`src/rtl/paint_tool_selector.sv`:
```
// Paint tool selector: synchronised and debounced colour switches plus erase and brush-size
// buttons, resolved into registered colour, erase and brush-size state with a change pulse.
module paint_tool_selector #(
   parameter int NUM_COLORS      = 7,
   parameter int COLOR_W         = 3,
   parameter int DEBOUNCE_CYCLES = 1000000,
   parameter int CNT_W           = 20,
   parameter int SIZE_LEVELS     = 4,
   parameter int SIZE_W          = 2
) (
   input  logic                  clk,
   input  logic                  rst_n,
   input  logic [NUM_COLORS-1:0] sw,
   input  logic                  btn_tool,
   input  logic                  btn_size,
   output logic [COLOR_W-1:0]    color,
   output logic                  erase,
   output logic [SIZE_W-1:0]     brush_size,
   output logic                  changed
);

   localparam int unsigned N      = NUM_COLORS + 2;
   localparam int unsigned I_TOOL = NUM_COLORS;
   localparam int unsigned I_SIZE = NUM_COLORS + 1;
   localparam logic [CNT_W-1:0]  CNT_LAST = CNT_W'(DEBOUNCE_CYCLES - 1);
   localparam logic [SIZE_W-1:0] SIZE_MAX = SIZE_W'(SIZE_LEVELS - 1);

   logic [N-1:0]       w_raw;
   logic [N-1:0]       r_sync1;
   logic [N-1:0]       r_sync2;
   logic [N-1:0]       r_db;
   logic [CNT_W-1:0]   r_cnt [N];
   logic               r_tool_prev;
   logic               r_size_prev;

   logic [COLOR_W-1:0] r_sel;
   logic [COLOR_W-1:0] r_color;
   logic               r_erase;
   logic [SIZE_W-1:0]  r_size;
   logic               r_changed;

   logic               w_any;
   logic [COLOR_W-1:0] w_code;
   logic               w_tool_rise;
   logic               w_size_rise;
   logic [COLOR_W-1:0] w_sel_nxt;
   logic [COLOR_W-1:0] w_color_nxt;
   logic               w_erase_nxt;
   logic [SIZE_W-1:0]  w_size_nxt;
   logic               w_changed_nxt;

   assign w_raw = {btn_size, btn_tool, sw};

   always_ff @(posedge clk or negedge rst_n) begin
      if (!rst_n) begin
         r_sync1 <= '0;
         r_sync2 <= '0;
         r_db    <= '0;
         for (int unsigned i = 0; i < N; i++) r_cnt[i] <= '0;
      end else begin
         r_sync1 <= w_raw;
         r_sync2 <= r_sync1;
         // Counter only runs while the synced input disagrees with the accepted value.
         for (int unsigned i = 0; i < N; i++) begin
            if (r_sync2[i] == r_db[i]) begin
               r_cnt[i] <= '0;
            end else if (r_cnt[i] == CNT_LAST) begin
               r_db[i]  <= r_sync2[i];
               r_cnt[i] <= '0;
            end else begin
               r_cnt[i] <= r_cnt[i] + CNT_W'(1);
            end
         end
      end
   end

   always_comb begin
      w_any  = 1'b0;
      w_code = '1;
      for (int unsigned i = 0; i < NUM_COLORS; i++) begin
         if (r_db[i]) begin
            w_any  = 1'b1;
            w_code = (i == 0) ? '1 : COLOR_W'(i);
         end
      end
   end

   assign w_tool_rise = r_db[I_TOOL] & ~r_tool_prev;
   assign w_size_rise = r_db[I_SIZE] & ~r_size_prev;

   always_comb begin
      w_sel_nxt   = w_any ? w_code : r_sel;
      w_erase_nxt = r_erase ^ w_tool_rise;
      w_size_nxt  = r_size;
      if (w_size_rise) w_size_nxt = (r_size == SIZE_MAX) ? '0 : r_size + SIZE_W'(1);
      w_color_nxt = w_erase_nxt ? '0 : w_sel_nxt;
      w_changed_nxt = (w_color_nxt != r_color) || (w_erase_nxt != r_erase) ||
                      (w_size_nxt != r_size);
   end

   always_ff @(posedge clk or negedge rst_n) begin
      if (!rst_n) begin
         r_tool_prev <= 1'b0;
         r_size_prev <= 1'b0;
         r_sel       <= '1;
         r_color     <= '1;
         r_erase     <= 1'b0;
         r_size      <= '0;
         r_changed   <= 1'b0;
      end else begin
         r_tool_prev <= r_db[I_TOOL];
         r_size_prev <= r_db[I_SIZE];
         r_sel       <= w_sel_nxt;
         r_color     <= w_color_nxt;
         r_erase     <= w_erase_nxt;
         r_size      <= w_size_nxt;
         r_changed   <= w_changed_nxt;
      end
   end

   assign color      = r_color;
   assign erase      = r_erase;
   assign brush_size = r_size;
   assign changed    = r_changed;

endmodule

```
`config.mk`:
```
export PLATFORM = sky130hd
export DESIGN_NAME = paint_tool_selector
export DESIGN_NICKNAME = d
export VERILOG_FILES = /design/src/rtl/paint_tool_selector.sv
export SDC_FILE = /design/constraint.sdc
export NUM_CORES = 1
export LEC_CHECK = 0
export CORE_UTILIZATION = 55
export CTS_BUF_LIST = sky130_fd_sc_hd__clkbuf_2 sky130_fd_sc_hd__clkbuf_4 sky130_fd_sc_hd__clkbuf_8
export CTS_CLUSTER_DIAMETER = 150
export CTS_CLUSTER_SIZE = 10
export DETAILED_ROUTE_END_ITERATION = 10
export PLACE_DENSITY = 0.79
export SYNTH_ARGS = -nofsm -noshare
export SYNTH_HDL_FRONTEND = slang
export SYNTH_SLANG_ARGS = --single-unit
```
`constraint.sdc`:
```
create_clock -name clk -period 3.4 [get_ports clk]
set_input_delay 0.68 -clock clk [delete_from_list [all_inputs] [get_ports clk]]
set_output_delay 0.68 -clock clk [all_outputs]
set_load 0.03 [all_outputs]
```
==> impl_metrics.tcl <==
set metrics [dict create \
    crit_family "buffers and inverters" \
    htree_levels 1 \
    synthToLayoutAreaGrowth_pct 7.89 \
    power.total_mw 4.50 \
    drv_cap 0 \
    maxSlewHeadroom_pct 52.0 \
    drcViolationCount 0 \
    yosys_warnings 0 \
    ctsRootBufferMaster "clkbuf_8" \
    insertion_delay_ns 0.55 \
    status "finished, final reports clean" \
    wl_per_cell_um 14.3 \
    cts_resized 0 \
    ant_nets 0 \
    viasPerCell 5.45 \
    setup_viol 0 \
    gr-total-overflow 0 \
    min_period_over_period_pct 73.5 \
    antenna_found_initial 0 \
    cp.required_ns 2.72 \
    first_iter_violations 393 \
    tritoncts "done" \
    die_area_mm2 0.0190 \
    p_leak_nw 4.72 \
    start_util_pct 56.2 \
    cts_buffers 25 \
    critPathKind "reg -> out" \
    synth_area_leaders "dfrtp_1 53%, xor2_1 9.0%, nor2_1 7.9%" \
    post_cts_buffers 0 \
    grt_start_max_net_pins 84 \
    arrival_ns 1.82 \
    holdBufCountCts 0 \
    path_cells "clkdlybuf4s50_1" \
    crit_slowest_cell "clkdlybuf4s50_1" \
    diodes 0 \
    num-nets-final 1034 \
    fin_tns_setup_ns 0 \
    slew_violations 0 \
    crit_fanout 4 \
    rsz0062_at_grt "no" \
    worstMarginPinSlew_ns 0.719 \
    final_cell_mix "213 x dfrtp_1, 212 x nor2_1, 104 x xor2_1" \
    crit_buf_inv 1 \
    crit_path_end_kind "output pin" \
    core_mm2 0.0180 \
    hold_path.class "in -> async" \
    pin_count 18 \
    clkSinkCount 219 \
    yosysSeqAreaShare_pct 54.1 \
    io_buffers 17 \
    syn_avg_cell_area_um2 10.3 \
    synth_area_leader_cell "dfrtp_1" \
    crit_path_start_kind "flip-flop" \
    synth_cells 985 \
    irDropWorstVdd_mv 0.325 \
    ys_types 44 \
    fp.dieW_um 138 \
    vias 6829 \
    clk_pin_slew_ns 0.07 \
    finalCriticalPeriod_ns 2.50 \
    synth_top_area_share_pct 52.6 \
    syn_area_mm2 0.0101 \
    dp_hpwl_um 11700 \
    core.rowCount 49 \
    cts_max_path_buffers 3 \
    place_congestion 0.799 \
    synth_fp_nets 1006 \
    cpPeakStageDelay_ns 0.69 \
    synth-seq-cells 219 \
    firstDrtPassIters 5 \
    grt_util_all_layers_pct 20.2 \
    grt_first_pass_wirelength_um 31300 \
    p_per_area_mw_per_mm2 412 \
    mostFrequentLayoutCell "dfrtp_1" \
    routed_wl_um 17900 \
    grt_pass1_vias 6811 \
    hold_viol 0 \
    maxClockFrequency_ghz 0.400 \
    finClkSkew_ns 0.0318 \
    drive_above_1_share_pct 7.92 \
    die_y_um 138 \
]
## registers in the layout, indices dropped and copies added, names as in the netlist, 2 cells and up
name and flops:
r_cnt 180, r_db 9, r_sync1 9, r_sync2 9
color 3, r_sel 3, brush_size 2
## per-stage QoR
stage                     worst slack [ns]  cell area (µm²)  util (%)  hold WS [ns]  instances
after global routing                 0.845            10900      60.7         0.167       1252
after floorplan                       1.81            10100         -         0.331        985
after detailed placement              1.25            10500      58.3         0.336       1215
after CTS                            0.865            10900      60.7         0.130       1252
after global placement                1.29            10500      58.3         0.333       1215
final                                0.900            10900      60.7         0.143       1252
## worst register-to-register path, stage by stage, from the launching register on
cell	delay (ns)
dfrtp_1	0.43
nor4b_1	0.33
nand4_1	0.14
nor4_1	0.33
nand2b_1	0.63
nor2_1	0.12
## cells in the mapped netlist
master    instances
nor4_2            5
nor4bb_1          3
a21oi_1           4
o21a_1            1
buf_6             2
nand2_2           1
xnor2_1          68
nor4_4            3
nand4_1          38
nor2_1          212
nand3b_1          2
and3_2            1
and4_1           10
o31a_1            1
nor3_2            1
mux2i_1           1
nand2b_1          2
and2_1            1
nor2b_1           2
nand4_2           1
or2_2            11
nor3_1           33
buf_4            11
buf_2             4
mux2_2           10
a31oi_1           1
nand3_1          77
o41ai_1           1
nand2_1          66
buf_8             1
dfstp_2           6
xor2_1          104
and3_1           24
or3_1             3
clkbuf_1          1
nand4b_1          5
o21ai_0           6
dfrtp_1         213
or2_1             2
nor4_1           12
nand4_4           1
ha_1             10
inv_1            18
nor4b_1           6
## path summary, 6_finish.rpt
path                                 start  depth (start not counted)  slack (ns)    endpoint
worst min register to register  r_sync1[6]                          0        0.35  r_sync2[6]
worst min-delay path                 rst_n                          1        0.14  r_cnt[165]
worst max-delay path              color[1]                          1        0.90    color[1]
max in group asynchronous            rst_n                          2        2.45    color[2]
min in group clk                r_sync1[6]                          0        0.35  r_sync2[6]
worst max register to register  r_cnt[171]                          5        1.27  r_cnt[163]
## per-layer routing
metal  vias to the layer above  routed length, µm  track usage [%]
met5                         -                  0                0
met4                         0                328             4.77
met3                        30                618             3.20
met2                       102               8360             32.7
met1                      3327               8570             28.8
li1                       3370                  -                -
## kinds of logic after synthesis
kind of cell | synth area share [%]
AO/OA/AOI/OAI | 0.802
adder cells (fa/ha/maj) | 1.23
XOR/XNOR | 14.9
multiplexers | 1.21
AND/OR/NAND/NOR | 25.7
buffers and inverters | 2.09
flip-flops | 54.1
## area by class of cell
cell class                 count  area, µm²
fill                        1479       7090
clock buffer                  36        427
timing repair buffer          20        223
tap                          229        287
sequential                   219       5490
inverter                      18       67.6
multi-input combinational    729       4440
clock inverter                 1       7.51
## where the power goes
group          leakage (nW)  switching, mW  internal (mW)
combinational          1.52          0.111         0.0480
sequential             2.97         0.0380           2.64
clock                 0.231          0.872          0.793
total                  4.72           1.02           3.48
(Power assumes the default switching activity.)
